### src/rtl/apb_mst_pkg.sv
// rtl/apb_mst_pkg.sv - shared state, size encodings and beat helper for apb_byte_master
package apb_mst_pkg;

  typedef enum logic [1:0] {
    ST_IDLE   = 2'd0,
    ST_SETUP  = 2'd1,
    ST_ACCESS = 2'd2,
    ST_RESP   = 2'd3
  } state_t;

  localparam logic [1:0] SZ_B       = 2'd0;
  localparam logic [1:0] SZ_H       = 2'd1;
  localparam logic [1:0] SZ_W       = 2'd2;
  localparam logic [1:0] SZ_ILLEGAL = 2'd3;

  // Index of the final byte beat for a legal size: (1 << size) - 1.
  function automatic logic [1:0] last_beat(input logic [1:0] size);
    case (size)
      SZ_B:    return 2'd0;
      SZ_H:    return 2'd1;
      SZ_W:    return 2'd3;
      default: return 2'd3;
    endcase
  endfunction

endpackage

### src/rtl/apb_mst_timeout.sv
// rtl/apb_mst_timeout.sv - ACCESS wait counter with expiry flag, used under APB_MST_TIMEOUT_EN
module apb_mst_timeout #(
  parameter int unsigned TIMEOUT_CYCLES = 255
) (
  input  logic apb_pclk,
  input  logic apb_prstn,
  input  logic clear,
  input  logic count_en,
  output logic expired
);

  localparam int unsigned CNT_W = $clog2(TIMEOUT_CYCLES + 1);

  logic [CNT_W-1:0] count;

  always_ff @(posedge apb_pclk or negedge apb_prstn) begin
    if (!apb_prstn) begin
      count <= '0;
    end else if (clear) begin
      count <= '0;
    end else if (count_en) begin
      count <= count + CNT_W'(1);
    end
  end

  // Fires on the wait cycle whose increment brings the count to TIMEOUT_CYCLES.
  assign expired = count_en && (count == CNT_W'(TIMEOUT_CYCLES - 1));

endmodule

### src/rtl/apb_byte_master.sv
// rtl/apb_byte_master.sv - byte-wide APB initiator for 1/2/4-byte requests; optional APB_MST_TIMEOUT_EN
module apb_byte_master
  import apb_mst_pkg::*;
#(
  parameter int unsigned ADDR_W         = 20,
  parameter int unsigned TIMEOUT_CYCLES = 255
) (
  input  logic              apb_pclk,
  input  logic              apb_prstn,
  input  logic              req_valid,
  output logic              req_ready,
  input  logic [ADDR_W-1:0] req_addr,
  input  logic              req_write,
  input  logic [1:0]        req_size,
  input  logic [31:0]       req_wdata,
  output logic              rsp_valid,
  input  logic              rsp_ready,
  output logic [31:0]       rsp_rdata,
  output logic              rsp_err,
  output logic              apb_psel,
  output logic              apb_penable,
  output logic              apb_pwrite,
  output logic [ADDR_W-1:0] apb_paddr,
  output logic [7:0]        apb_pwdata,
  input  logic [7:0]        apb_prdata,
  input  logic              apb_pready,
  input  logic              apb_pslverr
);

  state_t            state;
  state_t            next_state;
  logic [ADDR_W-1:0] addr_q;
  logic              write_q;
  logic [1:0]        size_q;
  logic [31:0]       wdata_q;
  logic [1:0]        beat_q;
  logic [1:0]        beat_nxt;
  logic              timeout_hit;

  logic              psel_d;
  logic              penable_d;
  logic              pwrite_d;
  logic [ADDR_W-1:0] paddr_d;
  logic [7:0]        pwdata_d;
  logic              rsp_valid_d;

`ifdef APB_MST_TIMEOUT_EN
  apb_mst_timeout #(
    .TIMEOUT_CYCLES(TIMEOUT_CYCLES)
  ) u_timeout (
    .apb_pclk (apb_pclk),
    .apb_prstn(apb_prstn),
    .clear    (state == ST_SETUP),
    .count_en (state == ST_ACCESS && !apb_pready),
    .expired  (timeout_hit)
  );
`else
  assign timeout_hit = 1'b0;
`endif

  assign req_ready = (state == ST_IDLE);
  assign beat_nxt  = beat_q + 2'd1;

  always_ff @(posedge apb_pclk or negedge apb_prstn) begin
    if (!apb_prstn) begin
      state <= ST_IDLE;
    end else begin
      state <= next_state;
    end
  end

  always_comb begin
    next_state = state;
    case (state)
      ST_IDLE: begin
        if (req_valid) begin
          next_state = (req_size == SZ_ILLEGAL) ? ST_RESP : ST_SETUP;
        end
      end
      ST_SETUP: next_state = ST_ACCESS;
      ST_ACCESS: begin
        if (apb_pready) begin
          if (apb_pslverr || beat_q == last_beat(size_q)) begin
            next_state = ST_RESP;
          end else begin
            next_state = ST_SETUP;
          end
        end else if (timeout_hit) begin
          next_state = ST_RESP;
        end
      end
      ST_RESP: begin
        if (rsp_ready) begin
          next_state = ST_IDLE;
        end
      end
      default: next_state = ST_IDLE;
    endcase
  end

  // Bus outputs are computed from the next state so they are flops aligned with the state.
  always_comb begin
    psel_d      = (next_state == ST_SETUP) || (next_state == ST_ACCESS);
    penable_d   = (next_state == ST_ACCESS);
    rsp_valid_d = (next_state == ST_RESP);
    pwrite_d    = apb_pwrite;
    paddr_d     = apb_paddr;
    pwdata_d    = apb_pwdata;
    if (state == ST_IDLE && next_state == ST_SETUP) begin
      pwrite_d = req_write;
      paddr_d  = req_addr;
      pwdata_d = req_wdata[7:0];
    end else if (state == ST_ACCESS && next_state == ST_SETUP) begin
      paddr_d  = addr_q + ADDR_W'(beat_nxt);
      pwdata_d = wdata_q[{beat_nxt, 3'b000} +: 8];
    end
  end

  always_ff @(posedge apb_pclk or negedge apb_prstn) begin
    if (!apb_prstn) begin
      apb_psel    <= 1'b0;
      apb_penable <= 1'b0;
      apb_pwrite  <= 1'b0;
      apb_paddr   <= '0;
      apb_pwdata  <= '0;
      rsp_valid   <= 1'b0;
    end else begin
      apb_psel    <= psel_d;
      apb_penable <= penable_d;
      apb_pwrite  <= pwrite_d;
      apb_paddr   <= paddr_d;
      apb_pwdata  <= pwdata_d;
      rsp_valid   <= rsp_valid_d;
    end
  end

  always_ff @(posedge apb_pclk or negedge apb_prstn) begin
    if (!apb_prstn) begin
      addr_q    <= '0;
      write_q   <= 1'b0;
      size_q    <= SZ_B;
      wdata_q   <= '0;
      beat_q    <= 2'd0;
      rsp_rdata <= '0;
      rsp_err   <= 1'b0;
    end else begin
      case (state)
        ST_IDLE: begin
          if (req_valid) begin
            addr_q  <= req_addr;
            write_q <= req_write;
            size_q  <= req_size;
            wdata_q <= req_wdata;
            beat_q  <= 2'd0;
            rsp_err <= (req_size == SZ_ILLEGAL);
          end
        end
        ST_ACCESS: begin
          if (apb_pready) begin
            if (!write_q) begin
              rsp_rdata[{beat_q, 3'b000} +: 8] <= apb_prdata;
            end
            if (apb_pslverr) begin
              rsp_err <= 1'b1;
            end
            if (next_state == ST_SETUP) begin
              beat_q <= beat_nxt;
            end
          end else if (timeout_hit) begin
            rsp_err <= 1'b1;
          end
        end
        ST_RESP: begin
          if (rsp_ready) begin
            rsp_rdata <= '0;
            rsp_err   <= 1'b0;
          end
        end
        default: ;
      endcase
    end
  end

endmodule

### config.mk
export PLATFORM = sky130hd
export DESIGN_NAME = apb_byte_master
export DESIGN_NICKNAME = d
export VERILOG_FILES = /design/src/rtl/apb_mst_pkg.sv /design/src/rtl/apb_mst_timeout.sv /design/src/rtl/apb_byte_master.sv
export SDC_FILE = /design/constraint.sdc
export NUM_CORES = 1
export LEC_CHECK = 0
export ABC_AREA = 1
export CORE_ASPECT_RATIO = 0.8
export CORE_MARGIN = 4
export CORE_UTILIZATION = 51
export CTS_CLUSTER_DIAMETER = 120
export CTS_CLUSTER_SIZE = 40
export DETAILED_ROUTE_END_ITERATION = 10
export PLACE_DENSITY = 0.86
export SYNTH_ARGS = -nofsm -noshare
export SYNTH_HDL_FRONTEND = slang
export SYNTH_SLANG_ARGS = --single-unit
### constraint.sdc
create_clock -name apb_pclk -period 3.1 [get_ports apb_pclk]
set_clock_uncertainty 0.05 [all_clocks]
set_input_delay 0.465 -clock apb_pclk [delete_from_list [all_inputs] [get_ports apb_pclk]]
set_output_delay 0.465 -clock apb_pclk [all_outputs]
set_load 0.02 [all_outputs]
==> flow_summary.yaml <==
setup_path:
  top_fanout_value_on_the_critical_path: 15
  path_common_cell: "sky130_fd_sc_hd__nand2_1"
  cp_data_required_time_ns: 3.40
  critPathMaxStageDelay_ns: 0.45
  cp_cell_sequence: "inv_2 > nand2_1 > o21ai_0 > inv_1 > o21ai_0 > inv_1 > ha_1 > nand2_1 > nand2_2 > inv_2 > buf_4 > nand2_1 > nand2_1 > inv_1 > nand2_1"
  worst_setup_path_startpoint: "state[0]"
  timing.reg2reg.worst_path_depth: 15
  path_depth: 15
  timing.critical_path.buf_inv: 6
  cp-endpoint: "apb_paddr[16]"
  worst_path_dominant_cell_family: "buffers and inverters"
  timing.critical_path.from_type: "register"
  arrival_ns: 3.06
  cpMaxStageDelayCell: "sky130_fd_sc_hd__dfrtp_1"
  criticalPathCategory: "register to register"
  timing.rr.start: "state[0]"
  worst_r2r_endpoint: "apb_paddr[16]"
  worstSetupEndpointType: "register"
  r2r_setup_slack_ns: 0.34
cts:
  cts_resized: 0
  max-clock-path-buffers: 2
  cts_tree: "built"
  numClockSinks: 124
  post-cts-setup-buffer-count: 0
  cts.clk_slew.worst_paths_ns: 0.05
  cts-buffers-inserted: 17
  root_buffer: "sky130_fd_sc_hd__clkbuf_16"
  cts_hold_buffers: 0
  htree_num_levels: 4
  worstSkewPairLatency_ns: 0.42
logic_synthesis:
  yosys.cell_types.count: 31
  proportion_of_synthesized_chip_area_in_sequential_cells_pct: 52.3
  yosys_warnings: 0
  synth_cells: 757
  post_synth.cell_area_avg_um2: 7.84
  syn_area_mm2: 0.00593
  synth-seq-cells: 124
  syn_nets: 836
routing:
  drc: 0
  mean_number_of_vias_per_cell: 5.41
  drt_pass1_iterations: 5
  drt_iter0_markers: 597
  vias: 5682
  detail_route.wirelength_mm: 16.9
  route.antenna.remaining_nets: 0
  route.detailed.wl_per_inst_um: 16.1
finish:
  area_added_between_synthesis_and_finish_pct: 35.3
  layout.filler_cells: 782
  seq_area_mm2: 0.00310
  final_net_count: 972
  fin_cells: 1050
  finish.utilization_pct: 72.3
  antennaDiodeCount: 0
  multiInputGateArea_mm2: 0.00242
  drive_gt1_share_pct: 5.96
timing:
  setup_repair_after_global_routing_missed_its_margin: "no"
  final_number_of_setup_violating_endpoints: 0
  finalWorstPathRequiredPeriod_ns: 2.76
  period_share_pct: 89.0
  clock.fmax_ghz: 0.362
  whs_ns: 0.0363
  finalSetupTns_ns: 0
  finalHoldViolations: 0
  slew_viol_final: 0
  worst_pin_slew_ns: 0.792
  slew_headroom_pct: 47.1
pwr:
  vdd.ir_drop.worst_uv: 541
  leakage_nw: 3.83
  pwr_density_cell_mw_per_mm2: 950
die:
  std_cell_rows: 34
  floorplan.core_area_mm2: 0.0111
  die_h_um: 104
  die_area_mm2: 0.0134
  initial_core_util_pct: 53.4
  io_pins: 135
  horizontal_extent_of_the_die_um: 129
place:
  hpwl_mm: 11.6
  place.detailed.instances: 1018
  port_buffers: 134
  place.gp.congestion: 0.906
grt:
  grt_first_pass_wirelength_mm: 27.6
  groute.usage.overall_pct: 25.7
  grt_start_max_net_pins: 62
  globalRouteOverflowTotal: 0
  grt_antenna_before_repair: 0
  vias_in_the_first_global_route: 5449
worst_hold_path:
  timing.hold.worst.class: "input port to asynchronous set/reset pin"
status:
  status: "finished clean"
job:
  count_of_maximum_capacitance_violations: 0
==> cell usage in the layout, fill, tap and decap left out <==
cell type	netlist	final
sky130_fd_sc_hd__nor2_4	1	1
sky130_fd_sc_hd__clkinvlp_4	0	4
sky130_fd_sc_hd__clkinv_1	2	2
sky130_fd_sc_hd__buf_4	0	9
sky130_fd_sc_hd__ha_1	9	9
sky130_fd_sc_hd__xnor2_1	1	1
sky130_fd_sc_hd__inv_1	68	68
sky130_fd_sc_hd__clkbuf_16	0	17
sky130_fd_sc_hd__clkbuf_8	0	1
sky130_fd_sc_hd__a21oi_4	1	1
sky130_fd_sc_hd__clkinv_2	0	4
sky130_fd_sc_hd__or3_1	1	1
sky130_fd_sc_hd__clkdlybuf4s50_1	0	133
sky130_fd_sc_hd__nand2_1	287	287
sky130_fd_sc_hd__nand2_2	2	2
sky130_fd_sc_hd__nor2_2	2	2
sky130_fd_sc_hd__inv_2	7	7
sky130_fd_sc_hd__nor3_1	8	8
sky130_fd_sc_hd__nor2_1	50	50
sky130_fd_sc_hd__o211ai_1	6	6
sky130_fd_sc_hd__a21oi_1	7	7
sky130_fd_sc_hd__a31oi_1	2	2
sky130_fd_sc_hd__o21ai_1	18	18
sky130_fd_sc_hd__clkbuf_1	16	2
sky130_fd_sc_hd__dfrtp_1	124	124
sky130_fd_sc_hd__o22ai_1	9	9
sky130_fd_sc_hd__buf_12	0	1
sky130_fd_sc_hd__o21bai_1	3	3
sky130_fd_sc_hd__xor2_1	4	4
sky130_fd_sc_hd__nand4_1	5	5
sky130_fd_sc_hd__o21ai_0	67	67
sky130_fd_sc_hd__bufinv_16	0	4
sky130_fd_sc_hd__fa_1	1	1
sky130_fd_sc_hd__o311ai_1	1	1
sky130_fd_sc_hd__o21ai_2	1	1
sky130_fd_sc_hd__nand3_1	41	41
sky130_fd_sc_hd__o22a_1	3	3
==> cells by family after synthesis <==
family / after synthesis / synth area share, %
compound gates: 118 / 11.1
xor+xnor: 5 / 0.738
fa+ha+maj: 10 / 2.24
buf+inv: 103 / 6.94
flops: 124 / 52.3
simple gates: 397 / 26.7
==> through the flow <==
| stage | worst slack [ns] | cell area (um^2) | power (mW) |
|---|---|---|---|
| CTS | 0.395 | 8030 | 7.60 |
| finish | 0.341 | 8030 | 7.62 |
| floorplan | 0.817 | 5930 | 4.36 |
| detailed placement | 0.0958 | 7410 | 5.47 |
| global route | 0.101 | 8030 | 8.09 |
| global placement | 0.229 | 7410 | 5.38 |
==> power by group <==
group / internal (mW) / switching [mW]
combinational: 1.11 / 1.78
sequential: 2.20 / 0.456
clock: 1.36 / 0.721
==> registers in the layout, indices dropped and copies added, names as in the netlist <==
register and flops:
size_q 2, wdata_q 32, write_q 1, state 2, addr_q 20, apb_penable 1, apb_pwrite 1, rsp_err 1
beat_q 2, rsp_rdata 32, apb_paddr 20, apb_psel 1, rsp_valid 1, apb_pwdata 8
==> synthesized netlist by cell type <==
library cell               number  area (um^2)
sky130_fd_sc_hd__nand2_1      287         1080
sky130_fd_sc_hd__dfrtp_1      124         3100
sky130_fd_sc_hd__inv_1         68          255
sky130_fd_sc_hd__o21ai_0       67          335
sky130_fd_sc_hd__nor2_1        50          188
sky130_fd_sc_hd__nand3_1       41          205
sky130_fd_sc_hd__o21ai_1       18         90.1
sky130_fd_sc_hd__clkbuf_1      16         60.1
sky130_fd_sc_hd__ha_1           9          113
sky130_fd_sc_hd__o22ai_1        9         56.3
sky130_fd_sc_hd__buf_2          8         40.0
sky130_fd_sc_hd__nor3_1         8         40.0
sky130_fd_sc_hd__a21oi_1        7         35.0
sky130_fd_sc_hd__inv_2          7         26.3
sky130_fd_sc_hd__o211ai_1       6         45.0
sky130_fd_sc_hd__nand4_1        5         31.3
sky130_fd_sc_hd__xor2_1         4         35.0
sky130_fd_sc_hd__o21bai_1       3         22.5
sky130_fd_sc_hd__o22a_1         3         26.3
sky130_fd_sc_hd__a31oi_1        2         12.5
sky130_fd_sc_hd__buf_6          2         22.5
sky130_fd_sc_hd__clkinv_1       2         7.51
sky130_fd_sc_hd__nand2_2        2         12.5
sky130_fd_sc_hd__nor2_2         2         12.5
sky130_fd_sc_hd__a21oi_4        1         16.3
sky130_fd_sc_hd__fa_1           1         20.0
sky130_fd_sc_hd__nor2_4         1         11.3
sky130_fd_sc_hd__o21ai_2        1         8.76
sky130_fd_sc_hd__o311ai_1       1         8.76
sky130_fd_sc_hd__or3_1          1         6.26
sky130_fd_sc_hd__xnor2_1        1         8.76
==> how the worst min path moves through the flow <==
stage                          start         end  cells after the start
after CTS                  apb_prstn     rsp_err                      1
final                      apb_prstn    state[0]                      1
after detailed placement  wdata_q[2]  wdata_q[2]                      2
after global placement    wdata_q[7]  wdata_q[7]                      2
after floorplan            apb_prstn   addr_q[0]                      0
after global routing       apb_prstn     rsp_err                      1
==> worst register-to-register path, cell delays in order (launching register included) <==
cell and delay (ns):
sky130_fd_sc_hd__dfrtp_1 0.45, sky130_fd_sc_hd__inv_2 0.11, sky130_fd_sc_hd__nand2_1 0.08, sky130_fd_sc_hd__o21ai_0 0.25, sky130_fd_sc_hd__inv_1 0.10, sky130_fd_sc_hd__o21ai_0 0.13
sky130_fd_sc_hd__inv_1 0.13, sky130_fd_sc_hd__ha_1 0.25, sky130_fd_sc_hd__nand2_1 0.29, sky130_fd_sc_hd__nand2_2 0.15, sky130_fd_sc_hd__inv_2 0.21, sky130_fd_sc_hd__buf_4 0.27
sky130_fd_sc_hd__nand2_1 0.09, sky130_fd_sc_hd__nand2_1 0.06, sky130_fd_sc_hd__inv_1 0.03, sky130_fd_sc_hd__nand2_1 0.05
==> routing by layer <==
metal | global-route usage, % | up-vias | wire (um)
li1 | - | 2691 | -
met1 | 37.7 | 2652 | 7380
met2 | 36.9 | 308 | 7360
met3 | 8.62 | 31 | 1880
met4 | 6.45 | 0 | 235
met5 | 0 | - | 0
==> cell type report <==
class	instances	share of cell area [%]
clock inverter	12	2.12
tap	144	2.25
sequential	124	38.7
inverter	77	3.60
timing repair buffer	143	17.7
clock buffer	20	5.57
multi-input combinational	530	30.1
Power figures use the tool's default switching activity.
==> RTL change, RTL diff (same flow settings) <==
`apb_paddr` and `apb_pwdata` no longer have a reset.
--- a/src/rtl/apb_byte_master.sv
+++ b/src/rtl/apb_byte_master.sv
@@ -123,4 +123,2 @@
       apb_pwrite  <= 1'b0;
-      apb_paddr   <= '0;
-      apb_pwdata  <= '0;
       rsp_valid   <= 1'b0;
@@ -130,6 +128,9 @@
       apb_pwrite  <= pwrite_d;
-      apb_paddr   <= paddr_d;
-      apb_pwdata  <= pwdata_d;
       rsp_valid   <= rsp_valid_d;
     end
+  end
+
+  always_ff @(posedge apb_pclk) begin
+    apb_paddr  <= paddr_d;
+    apb_pwdata <= pwdata_d;
   end
Behaviour: not the same (a bounded check fails within 4 cycles, from zero or initial values and one cycle with apb_prstn low).
==> RTL change against the unedited design <==
- sequential cell count did not move
- sequential share of layout area rose by 2.2 points
- largest power group unchanged
- global-route usage fell by 1.4 points
- synthesized area fell by 1.2%
- power rose by 3.4%
- critical path depth fell by 5
- first-iteration DRC count fell by 32%
- setup slack improved by 0.053 ns
- routed wire length fell by 5.8%
- critical path type unchanged
- die area fell by 1.1%
- combinational power rose by 8.0%
- sequential power rose by 6%
- design area fell by 1.1%
==> RTL change: results (changes against the unedited design) <==
metric;value;unit;change
critPathTopFamily;adder cells;;
r2r_end;apb_paddr[14];;
synth_edf_count;28;;+28
synth_adder_area_share;0.0226;;+0.000267
async_flop_share;0.774;;-0.226
grtUsageTotal;0.243;;-0.0142
avgViaCountPerCell;5.45;;+0.77%
synth_compound_area_frac;0.0999;;-0.0108
gp_congestion;0.921;;+1.7%
synth_mux_area_frac;0.0692;;+0.0692
layout-drive-gt1-share;0.102;;+0.0426
place_area;7340;um2;-0.90%
crit_arrival;2.80;ns;-0.26 ns
yosysSeqAreaShare;0.553;;+0.0302
r2r_slack;0.39;ns;+0.05 ns
hpwl;11.3;mm;-2.6%
yosysUniqueCellTypes;29;;-6.5%
outcome;finished clean;;
synth-xor-area-share;0.0179;;+0.0105
hold_class;reg -> reg;;
p_leak;3.48;nW;-9.0%
grt_pass1_vias;5134;;-5.8%
synth_common_cells;146 x nand2_1, 99 x o21ai_0, 96 x dfrtp_1, 62 x nor2_1, 57 x inv_1;;
yosys-top-cells-area;dfrtp_1 41%, edfxtp_1 14%, nand2_1 9.3%, o21ai_0 8.5%, mux2_2 6.9%;;
cpMaxStageDelayCell;ha_1;;
routedWlPerCell;17.1;um;+6.7%
grt_pass1_wl;25.6;mm;-7.2%
nNetsFinal;849;;-13%
ir_drop;0.621;mV;+15%
detail_route.iter0.violations;403;;-32%
timing.rr.start;beat_q[0];;
## RTL change: cell families (layout without fill, tap and decap cells)
group	after synthesis	count (layout)
adders and majority gates	10	10
and+or+nand+nor	255	255
DFF	124	124
xor gates and xnor gates	12	12
AOI/OAI and AO/OA	113	113
buffers and inverters	81	233
muxes	36	36
## RTL change: what timing repair did
| action | CTS | global route |
|---|---|---|
| hold buffers | 1 | 0 |
| setup endpoints to repair | 0 | 0 |
| endpoints found under the hold margin | 37 | 0 |
## RTL change: per-layer routing
metal | wire, um | track usage
met5 | 0 | 0
met4 | 499 | 0.0992
met3 | 1010 | 0.0631
met2 | 7970 | 0.404
met1 | 6390 | 0.302
## RTL change: worst max path at each step
stage / startpoint / end
2_1_floorplan: beat_q[0] / apb_paddr[14]
3_3_place_gp: req_valid / apb_paddr[3]
3_5_place_dp: req_valid / apb_paddr[8]
4_1_cts: beat_q[0] / apb_paddr[14]
5_1_grt: beat_q[0] / apb_paddr[14]
6_report: beat_q[0] / apb_paddr[14]
## RTL change: worst reg2reg max path, cell delays in order, from the launching register on
cell and delay, ns:
dfrtp_1 0.36, clkinv_1 0.31, ha_1 0.49, fa_1 0.31, inv_1 0.07, nor2_1 0.22, nand2_1 0.16, nor2_1 0.21
nand3_1 0.10, nand3_1 0.08, o21ai_0 0.08
## RTL change: per-stage QoR
step                std cells  setup WS (ns)
CTS                       927          0.421
global placement          894          0.460
detailed placement        894          0.279
floorplan                 631          0.379
global route              927          0.152
finish                    927          0.394
## RTL change: power by group through the flow
stage / combinational [mW] / sequential [mW] / clock [mW]
floorplan: 1.77 / 2.99 / 0
finish: 3.11 / 2.82 / 1.95
global placement: 2.91 / 2.79 / 0
global route: 3.43 / 2.88 / 2.06
CTS: 3.10 / 2.81 / 1.97
detailed placement: 3.07 / 2.82 / 0
## RTL change: cell type report
type	count	area (um2)
timing repair buffer	143	1430
clock inverter	6	83.8
fill	794	3130
sequential	124	3240
multi-input combinational	426	2280
tap	144	180
inverter	58	218
clock buffer	26	499
